==> src/rtl/fetch_target_queue.sv <==
// Fetch target queue: in-order decoupling FIFO between the branch predictor
// and the instruction-cache fetch stage. Each entry holds one fetch block
// (base PC, per-slot valid mask, predicted next PC). A redirect flushes every
// buffered block in a single cycle.
//
// Pointers carry one extra wrap bit above the index so that full and empty
// can be told apart without a separate occupancy counter; the occupancy seen
// on `count` is simply the pointer difference modulo 2*DEPTH.
module fetch_target_queue #(
    parameter int FETCH_WIDTH = 4,
    parameter int DEPTH       = 8
) (
    input  logic                     clk,
    input  logic                     rst_n,
    input  logic                     flush,
    input  logic                     enq_valid,
    input  logic [31:0]              enq_pc,
    input  logic [FETCH_WIDTH-1:0]   enq_mask,
    input  logic [31:0]              enq_npc,
    output logic                     enq_ready,
    output logic                     deq_valid,
    output logic [31:0]              deq_pc,
    output logic [FETCH_WIDTH-1:0]   deq_mask,
    output logic [31:0]              deq_npc,
    input  logic                     deq_ready,
    output logic [$clog2(DEPTH):0]   count
);

    localparam int AW = $clog2(DEPTH);
    localparam logic [AW:0] PTR_ONE = {{AW{1'b0}}, 1'b1};

    // Storage is deliberately unreset: its contents are only ever observed
    // through the head pointer, which reset/flush force onto an empty queue.
    logic [31:0]            pc_mem   [DEPTH];
    logic [FETCH_WIDTH-1:0] mask_mem [DEPTH];
    logic [31:0]            npc_mem  [DEPTH];

    logic [AW:0]   head;
    logic [AW:0]   tail;
    logic [AW-1:0] head_idx;
    logic [AW-1:0] tail_idx;

    logic full;
    logic empty;
    logic enq_fire;
    logic enq_write;
    logic deq_fire;

    assign head_idx = head[AW-1:0];
    assign tail_idx = tail[AW-1:0];

    assign full  = (head_idx == tail_idx) && (head[AW] != tail[AW]);
    assign empty = (head == tail);

    // No same-cycle dequeue credit: a full queue refuses even if the head is
    // being consumed this cycle. Flush does not gate readiness; the predictor
    // discards its own in-flight block when it sees the redirect.
    assign enq_ready = rst_n && !full;
    assign deq_valid = !empty;

    // A handshake with an all-zero mask is accepted but carries no
    // instructions, so it is dropped rather than occupying an entry.
    assign enq_fire  = enq_valid && enq_ready && !flush;
    assign enq_write = enq_fire && (|enq_mask);
    assign deq_fire  = deq_valid && deq_ready && !flush;

    assign deq_pc   = pc_mem[head_idx];
    assign deq_mask = mask_mem[head_idx];
    assign deq_npc  = npc_mem[head_idx];

    assign count = tail - head;

    // Head/tail pointer update; reset and flush both collapse to empty.
    always_ff @(posedge clk) begin
        if (!rst_n) begin
            head <= '0;
            tail <= '0;
        end else if (flush) begin
            head <= '0;
            tail <= '0;
        end else begin
            if (enq_write) begin
                tail <= tail + PTR_ONE;
            end
            if (deq_fire) begin
                head <= head + PTR_ONE;
            end
        end
    end

    // Write the accepted block into the slot addressed by the tail.
    always_ff @(posedge clk) begin
        if (rst_n && enq_write) begin
            pc_mem[tail_idx]   <= enq_pc;
            mask_mem[tail_idx] <= enq_mask;
            npc_mem[tail_idx]  <= enq_npc;
        end
    end

endmodule

==> config.mk <==
export PLATFORM = sky130hd
export DESIGN_NAME = fetch_target_queue
export DESIGN_NICKNAME = d
export VERILOG_FILES = /design/src/rtl/fetch_target_queue.sv
export SDC_FILE = /design/constraint.sdc
export NUM_CORES = 1
export LEC_CHECK = 0
export CAP_MARGIN = 20
export CELL_PAD_IN_SITES_DETAIL_PLACEMENT = 0
export CELL_PAD_IN_SITES_GLOBAL_PLACEMENT = 2
export CORE_UTILIZATION = 51
export DETAILED_ROUTE_END_ITERATION = 10
export PLACE_DENSITY = 0.84
export SLEW_MARGIN = 0
export SYNTH_ARGS = -nofsm -noshare
export SYNTH_HDL_FRONTEND = slang
export SYNTH_SLANG_ARGS = --single-unit
==> constraint.sdc <==
create_clock -name clk -period 10.3 [get_ports clk]
set_input_delay 1.545 -clock clk [delete_from_list [all_inputs] [get_ports clk]]
set_output_delay 1.545 -clock clk [all_outputs]
set_load 0.01 [all_outputs]
==> results.sh, run 1 <==
export IMPL_viasPerCell=5.72
export IMPL_switching_power_uw=827
export IMPL_crit_arrival_ps=3870
export IMPL_antenna_found_initial=4
export IMPL_hold_buffers=0
export IMPL_crit_type="register to output pin"
export IMPL_cts_sinks=555
export IMPL_seq_power_share=0.555
export IMPL_cts_buffers=53
export IMPL_intPower_uw=3650
export IMPL_p_per_area_nw_per_um2=180
export IMPL_core_area_sq_um=40200
export IMPL_grt_pass1_wl_mm=59.0
export IMPL_avgRoutedWirePerCell_microns=24.3
export IMPL_fin_crit_sh=0.526
export IMPL_fin_setup_tns_ps=0
export IMPL_max_cap_violations=0
export IMPL_grt_ovfl_total=0
export IMPL_avgSynthCellArea_sq_um=24.4
export IMPL_p_leak_uw=0.00758
export IMPL_p_total_uw=4480
export IMPL_cts_tree="done"
export IMPL_cp_data_required_time_ps=8760
export IMPL_die_height_microns=205
export IMPL_drcViolationCount=0
export IMPL_start_kind="register"
export IMPL_drt_iter0_markers=835
export IMPL_combPwrFrac=0.021
export IMPL_max_slew_margin=0.307
export IMPL_status="completed"
export IMPL_track_usage=0.192
export IMPL_hold_violations=0
export IMPL_nets=1115
export IMPL_first_global_vias=9725
export IMPL_cts_setup_buffers=0
export IMPL_fp_row_count=73
export IMPL_syn_area_sq_um=21000
export IMPL_cts_max_level=2
export IMPL_slew_viol_final=0
export IMPL_dpl_worst_slack_ps=5290
export IMPL_die_area_sq_um=42000
export IMPL_ios=147
export IMPL_clock_skew_ps=17.1
export IMPL_clk_pin_slew_worst_paths_ps=60
export IMPL_clockPowerShare=0.424
export IMPL_tightest_slew_ps=1040
export IMPL_place_inst=1505
export IMPL_io_buffers=146
export IMPL_vias=9170
export IMPL_syn_nets=940
export IMPL_synth_warnings=0
export IMPL_final_common_cell="edfxtp_1"
export IMPL_synthCells=861
export IMPL_period_needed_ps=5420
export IMPL_path_max_fanout=71
export IMPL_die_w_microns=205
export IMPL_crit_path_end_kind="output pin"
export IMPL_dpl_hpwl_mm=20.1
export IMPL_ys_types=30
export IMPL_ctsResizeCount=0
export IMPL_final_core_util=0.618
export IMPL_peakVddDrop_mv=0.118
export IMPL_drt_wl_total_mm=38.9
export IMPL_grt_setup_unrepaired="false"
export IMPL_yosysSeqAreaShare=0.788
export IMPL_layout_common_cells="edfxtp_1, clkdlybuf4s50_1, mux4_2"
export IMPL_setup_ws_ps=4880
export IMPL_clock_path_buffers=3
export IMPL_root_buffer="clkbuf_16"
export IMPL_hp_class="register to register"
export IMPL_drive_above_1_share=0.283
export IMPL_ant_nets=0
export IMPL_areaGrowthSynthToFinish_pct=18.1
export IMPL_synth_ff_latch_count=555
export IMPL_max_freq_ghz=0.185
export IMPL_switching_share=0.185
export IMPL_place_congestion=0.737
export IMPL_setup_viol=0
export IMPL_grt_max_degree=124
export IMPL_layout_cells_non_filler=1603
export IMPL_clk_latency_ps=570
export IMPL_firstDrtPassIters=5
export IMPL_start_util=0.523
[power by group through the flow]
stage	clock [uW]	sequential (uW)	combinational [uW]
2_1_floorplan	0	2530	25.0
3_3_place_gp	0	2530	92.3
3_5_place_dp	0	2530	95.5
4_1_cts	1930	2480	96.2
5_1_grt	2010	2480	103
6_report	1900	2480	95.2
[worst max-delay path, stage by stage (launching register included)]
cell and delay, ps:
dfxtp_4 1000, buf_4 920, mux4_2 410, mux2_2 270, clkdlybuf4s50_1 580
[routing by layer]
layer / routed length, microns / share of wire / GRT usage
met1: 16700 / 0.43 / 0.273
met3: 2470 / 0.063 / 0.0395
met2: 19100 / 0.49 / 0.306
met5: 11 / 0.00028 / 0
met4: 614 / 0.016 / 0.0492
[stage by stage]
step / cell area (sq um) / hold WS [ps]
after floorplan: 21000 / 471
after global placement: 23100 / 495
after detailed placement: 23100 / 494
after CTS: 24800 / 518
after global routing: 24800 / 547
final: 24800 / 509
[final timing paths]
| path | startpoint | to | slack [ps] | cells past startpoint |
|---|---|---|---|---|
| worst max register to register | tail[2]$_SDFFE_PP0P_ | pc_mem[2][13]$_DFFE_PP_ | 6740 | 6 |
| worst min register to register | tail[3]$_SDFFE_PP0P_ | tail[3]$_SDFFE_PP0P_ | 510 | 1 |
| worst min-delay path | tail[3]$_SDFFE_PP0P_ | tail[3]$_SDFFE_PP0P_ | 510 | 1 |
| worst max-delay path | register | deq_mask[3] | 4880 | 4 |
[cell usage after synthesis, drive strengths merged]
cell | n | share of area
nand2 | 8 | 0.0014
ha | 5 | 0.0030
or4 | 1 | 0.00036
o211ai | 2 | 0.00071
o2111a | 1 | 0.00054
xor2 | 3 | 0.0013
o21a | 1 | 0.00036
nand3 | 1 | 0.00024
mux2i | 4 | 0.0019
inv | 8 | 0.0014
a21o | 1 | 0.00036
o21ai | 1 | 0.00024
xnor2 | 4 | 0.0017
or2 | 1 | 0.00030
mux4 | 136 | 0.15
nand2b | 3 | 0.00089
buf | 26 | 0.0080
nor2 | 14 | 0.0025
mux2 | 68 | 0.036
a21oi | 2 | 0.00048
and4b | 1 | 0.00048
edfxtp | 544 | 0.78
fa | 1 | 0.00095
nand4 | 1 | 0.00030
dfxtp | 11 | 0.010
nor2b | 1 | 0.00030
clkbuf | 12 | 0.0021
[state kept, by name, indices dropped and copies added (netlist names), named ones only]
name	flops
mask_mem	32
tail	4
head	4
pc_mem	256
npc_mem	256
[layout make-up]
class                           count  area, sq um
Inverter                            8         31.3
Timing Repair Buffer              158         1580
Sequential cell                   555        16600
Clock inverter                     22          204
Tap cell                          525          657
Multi-Input combinational cell    260         4260
Antenna cell                        3         7.51
Clock buffer                       72         1510
Fill cell                        2739        15400
[logic make-up after synthesis]
logic type,count (synthesis),share of synthesized area
simple gates,31,0.00679
fa+ha+maj,6,0.00393
mux,208,0.184
compound gates,8,0.00268
flops,555,0.788
xor+xnor,7,0.00292
buf+inv,46,0.0116
Note: power is estimated with default switching activity, not from simulation.
==> run 2: changes to the inputs <==
Settings changed: CORE_UTILIZATION 51 to 42, PLACE_DENSITY 0.84 to 0.74.
Clock period 10.3 ns to 4.42 ns, I/O delays scaled along.
==> run 2 against run 1 <==
Against the previous run:
- clock power rose by 140%
- hold slack improved by 28 ps
- final area rose by 2.2%
- combinational power rose by 140%
- register-to-register slack lost 5200 ps
- clock skew is essentially flat
- largest power group unchanged
- via count rose by 0.19%
- cell count increased by 10%
- core utilization shrank 10 points
- worst setup slack worse by 4200 ps
- critical path type unchanged
==> results.sh, run 2 (synthesis results as in run 1) <==
export IMPL_peakVddDrop_mv=0.299
export IMPL_tightest_slew_ps=667
export IMPL_die_w_microns=226
export IMPL_slew_viol_final=0
export IMPL_grt_pass1_wl_mm=60.6
export IMPL_max_slew_margin=0.555
export IMPL_firstDrtPassIters=4
export IMPL_crit_arrival_ps=3030
export IMPL_use_met3=0.0351
export IMPL_root_buffer="clkbuf_16"
export IMPL_drt_wl_total_mm=40.2
export IMPL_p_total_uw=10700
export IMPL_drive_above_1_share=0.294
export IMPL_p_leak_uw=0.00777
export IMPL_reg_top3="npc_mem: 256 flops, pc_mem: 256 flops, mask_mem: 32 flops"
export IMPL_seq_power_share=0.543
export IMPL_hold_violations=0
export IMPL_max_freq_ghz=0.271
export IMPL_vias=9187
export IMPL_track_usage=0.162
export IMPL_die_area_sq_um=50900
export IMPL_first_global_vias=9846
export IMPL_period_needed_ps=3690
export IMPL_max_cap_violations=0
export IMPL_crit_path_end_kind="output pin"
export IMPL_io_buffers=146
export IMPL_register_area_sq_um=16600
export IMPL_cp_data_required_time_ps=3760
export IMPL_cts_buffers=57
export IMPL_grt_max_degree=77
export IMPL_layout_common_cells="edfxtp_1, clkdlybuf4s50_1, mux4_2"
export IMPL_place_congestion=0.710
export IMPL_status="completed"
export IMPL_cts_setup_buffers=0
export IMPL_antenna_cells=0
export IMPL_ctsResizeCount=0
export IMPL_cts_sinks=555
export IMPL_hp_class="register to register"
export IMPL_viasPerCell=5.20
export IMPL_clock_skew_ps=17.4
export IMPL_place_inst=1662
export IMPL_multi_input_comb_area_sq_um=4260
export IMPL_switching_share=0.188
export IMPL_clk_latency_ps=600
export IMPL_avgRoutedWirePerCell_microns=22.7
export IMPL_fp_row_count=81
export IMPL_antenna_found_initial=2
export IMPL_busiest_layer="met2"
export IMPL_combPwrFrac=0.021
export IMPL_grtUsageMet2=0.277
export IMPL_grt_util_met1=0.212
export IMPL_drt_iter0_markers=518
export IMPL_path_max_fanout=25
export IMPL_grt_setup_unrepaired="false"
export IMPL_cts_tree="done"
export IMPL_grt_ovfl_total=0
export IMPL_hold_buffers=0
export IMPL_layout_cells_non_filler=1767
export IMPL_crit_type="register to output pin"
export IMPL_ios=147
export IMPL_ant_nets=0
export IMPL_cts_max_level=2
export IMPL_switching_power_uw=2000
export IMPL_final_common_cell="edfxtp_1"
export IMPL_core_area_sq_um=49200
export IMPL_start_util=0.427
export IMPL_dpl_hpwl_mm=22.5
export IMPL_die_height_microns=226
export IMPL_fin_crit_sh=0.835
export IMPL_drcViolationCount=0
export IMPL_setup_viol=0
export IMPL_intPower_uw=8660
export IMPL_whs_ps=537
export IMPL_fillers=3827
export IMPL_clockPowerShare=0.436
export IMPL_start_kind="register"
export IMPL_p_per_area_nw_per_um2=420
export IMPL_nets=1136
export IMPL_clock_path_buffers=3
export IMPL_areaGrowthSynthToFinish_pct=20.8
export IMPL_clk_pin_slew_worst_paths_ps=60
run 2: changes by cell type in the layout (fill, tap and decap cells not counted):
cell,before,now
clkinv_2,10,14
clkbuf_16,55,59
diode_2,3,0
clkinv_1,8,19
buf_4,10,15
buf_12,2,14
clkbuf_1,10,7
bufinv_16,4,6
clkbuf_8,7,0
run 2: final timing paths:
path                        startpoint                      to  slack [ps]  cells past startpoint
setup / recovery              register             deq_npc[10]         730                      4
hold / removal    tail[3]$_SDFFE_PP0P_    tail[3]$_SDFFE_PP0P_         540                      1
setup reg to reg  head[1]$_SDFFE_PP0P_  pc_mem[6][8]$_DFFE_PP_        1540                      7
hold reg to reg   tail[3]$_SDFFE_PP0P_    tail[3]$_SDFFE_PP0P_         540                      1
run 2: area by class of cell:
cell class / count / area share
Sequential cell: 555 / 0.653
Multi-Input combinational cell: 260 / 0.168
Timing Repair Buffer: 175 / 0.0731
Clock buffer: 66 / 0.0592
Tap cell: 664 / 0.0327
Clock inverter: 39 / 0.0128
Inverter: 8 / 0.00123
run 2: metrics by stage:
step	area [sq um]	setup TNS (ps)	setup WS, ps	utilization
floorplan	21000	-92970	-241	-
global placement	23500	0	1100	0.479
detailed placement	23500	0	1030	0.479
CTS	25400	0	626	0.516
global route	25400	0	553	0.516
finish	25400	0	730	0.516
run 2: critical path, cell delays in order, from the launching register on:
cell and delay, ps:
dfxtp_4 720, buf_4 340, mux4_2 540, mux2_2 310, clkdlybuf4s50_1 490
run 2: layer usage:
metal / wire [microns] / up-vias
met5: 26 / -
met4: 680 / 4
met3: 1910 / 65
met2: 20700 / 187
met1: 16900 / 4866
li1: - / 4065
run 2: power by group through the flow:
stage / Combinational, uW / Sequential, uW / Clock [uW]
after CTS: 229 / 5790 / 4780
after global placement: 221 / 5900 / 0
after detailed placement: 227 / 5900 / 0
final: 224 / 5790 / 4650
after floorplan: 58.5 / 5900 / 0
after global routing: 243 / 5790 / 4950
==> run 3: changes to the inputs <==
Settings changed: CORE_UTILIZATION 42 to 47, PLACE_DENSITY 0.74 to 0.78.
Clock period 4.42 ns to 3.85 ns, I/O delays scaled along.
==> run 3 against run 2 <==
Against the previous run:
- worst setup slack got worse by 520 ps
- die area decreased by 11%
- critical path depth unchanged
- core utilization grew 5.2 points
- critical endpoint is now deq_npc[9]
- largest cell class unchanged
- largest power group unchanged
==> results.sh, run 3 (synthesis results as in run 1) <==
export IMPL_status="completed"
export IMPL_clk_pin_slew_worst_paths_ps=60
export IMPL_nets=1134
export IMPL_track_usage=0.181
export IMPL_layout_common_cells="edfxtp_1, clkdlybuf4s50_1, mux4_2"
export IMPL_fin_crit_sh=0.945
export IMPL_clk_latency_ps=580
export IMPL_areaGrowthSynthToFinish_pct=19.4
export IMPL_final_core_util=0.569
export IMPL_ctsResizeCount=0
export IMPL_layout_cells_non_filler=1689
export IMPL_hold_violations=0
export IMPL_wl_met2_mm=19.7
export IMPL_crit_arrival_ps=3060
export IMPL_fp_row_count=77
export IMPL_max_slew_margin=0.640
export IMPL_final_common_cell="edfxtp_1"
export IMPL_path_max_fanout=23
export IMPL_top_layer_used="met5"
export IMPL_period_needed_ps=3640
export IMPL_hp_class="register to register"
export IMPL_peakVddDrop_mv=0.349
export IMPL_crit_type="register to output pin"
export IMPL_firstDrtPassIters=4
export IMPL_drcViolationCount=0
export IMPL_core_area_sq_um=44100
export IMPL_die_w_microns=213
export IMPL_max_cap_violations=0
export IMPL_reg_top3="npc_mem: 256 flops, pc_mem: 256 flops, mask_mem: 32 flops"
export IMPL_vias=9237
export IMPL_root_buffer="clkbuf_16"
export IMPL_tightest_slew_ps=541
export IMPL_max_freq_ghz=0.275
export IMPL_setup_viol=0
export IMPL_grt_setup_unrepaired="false"
export IMPL_dpl_hpwl_mm=23.0
export IMPL_grt_pass1_wl_mm=60.1
export IMPL_clock_path_buffers=3
export IMPL_met1_length_mm=17.9
export IMPL_drt_wl_total_mm=40.0
export IMPL_io_buffers=146
export IMPL_cp_data_required_time_ps=3270
export IMPL_die_height_microns=213
export IMPL_cts_max_level=2
export IMPL_slew_viol_final=0
export IMPL_fin_setup_tns_ps=0
export IMPL_p_per_area_nw_per_um2=460
export IMPL_cts_buffers=52
export IMPL_antenna_found_initial=3
export IMPL_wl_met3_mm=1.84
export IMPL_ios=147
export IMPL_die_area_sq_um=45600
export IMPL_place_congestion=0.728
export IMPL_cts_tree="done"
export IMPL_place_inst=1593
export IMPL_cts_setup_buffers=0
export IMPL_p_leak_uw=0.00764
export IMPL_drt_iter0_markers=684
export IMPL_cts_sinks=555
export IMPL_viasPerCell=5.47
export IMPL_drive_above_1_share=0.286
export IMPL_hold_buffers=0
export IMPL_crit_path_end_kind="output pin"
export IMPL_first_global_vias=9807
export IMPL_clock_skew_ps=23.8
export IMPL_avgRoutedWirePerCell_microns=23.7
export IMPL_ant_nets=0
export IMPL_grt_ovfl_total=0
export IMPL_grt_max_degree=57
export IMPL_start_kind="register"
export IMPL_start_util=0.476
==> run 3: layout make-up <==
type	instances	area, sq um
multi-input cells	260	4260
clock inverters	27	151
diodes	1	2.50
flip-flops and latches	555	16600
well taps	592	741
inverters	8	31.3
fillers	3277	19000
repair buffers	178	1950
clock buffers	68	1380
==> run 3: power by group <==
group	total, uW	leakage, uW	switching [uW]	internal (uW)
Clock	4630	0.000749	2050	2590
Combinational	263	0.00191	133	130
Sequential	6650	0.00498	4.78	6640
==> run 3: routing by layer <==
metal	GRT usage	up-vias
met3	0.0334	48
met5	0	-
met2	0.293	201
li1	-	4050
met1	0.258	4934
met4	0.0414	4
==> run 3: worst max-delay path: stages (launching register included) <==
cell and delay (ps):
dfxtp_4 700, buf_4 390, mux4_2 550, mux2_2 330, clkdlybuf4s50_1 500
==> run 3: stage by stage <==
step	total power (uW)	worst slack [ps]	hold WS [ps]	area (sq um)
floorplan	6850	-811	471	21000
global placement	7040	577	505	23600
detailed placement	7040	537	519	23600
CTS	11700	107	529	25100
global route	11900	38.1	558	25100
finish	11500	213	527	25100
==> run 3: worst paths after layout <==
| kind | cells past startpoint | start | slack, ps | end |
|---|---|---|---|---|
| worst min register to register | 1 | tail[3]$_SDFFE_PP0P_ | 530 | tail[3]$_SDFFE_PP0P_ |
| worst max register to register | 7 | head[1]$_SDFFE_PP0P_ | 1130 | pc_mem[2][21]$_DFFE_PP_ |
| worst max-delay path | 4 | register | 210 | deq_npc[9] |
| worst min-delay path | 1 | tail[3]$_SDFFE_PP0P_ | 530 | tail[3]$_SDFFE_PP0P_ |
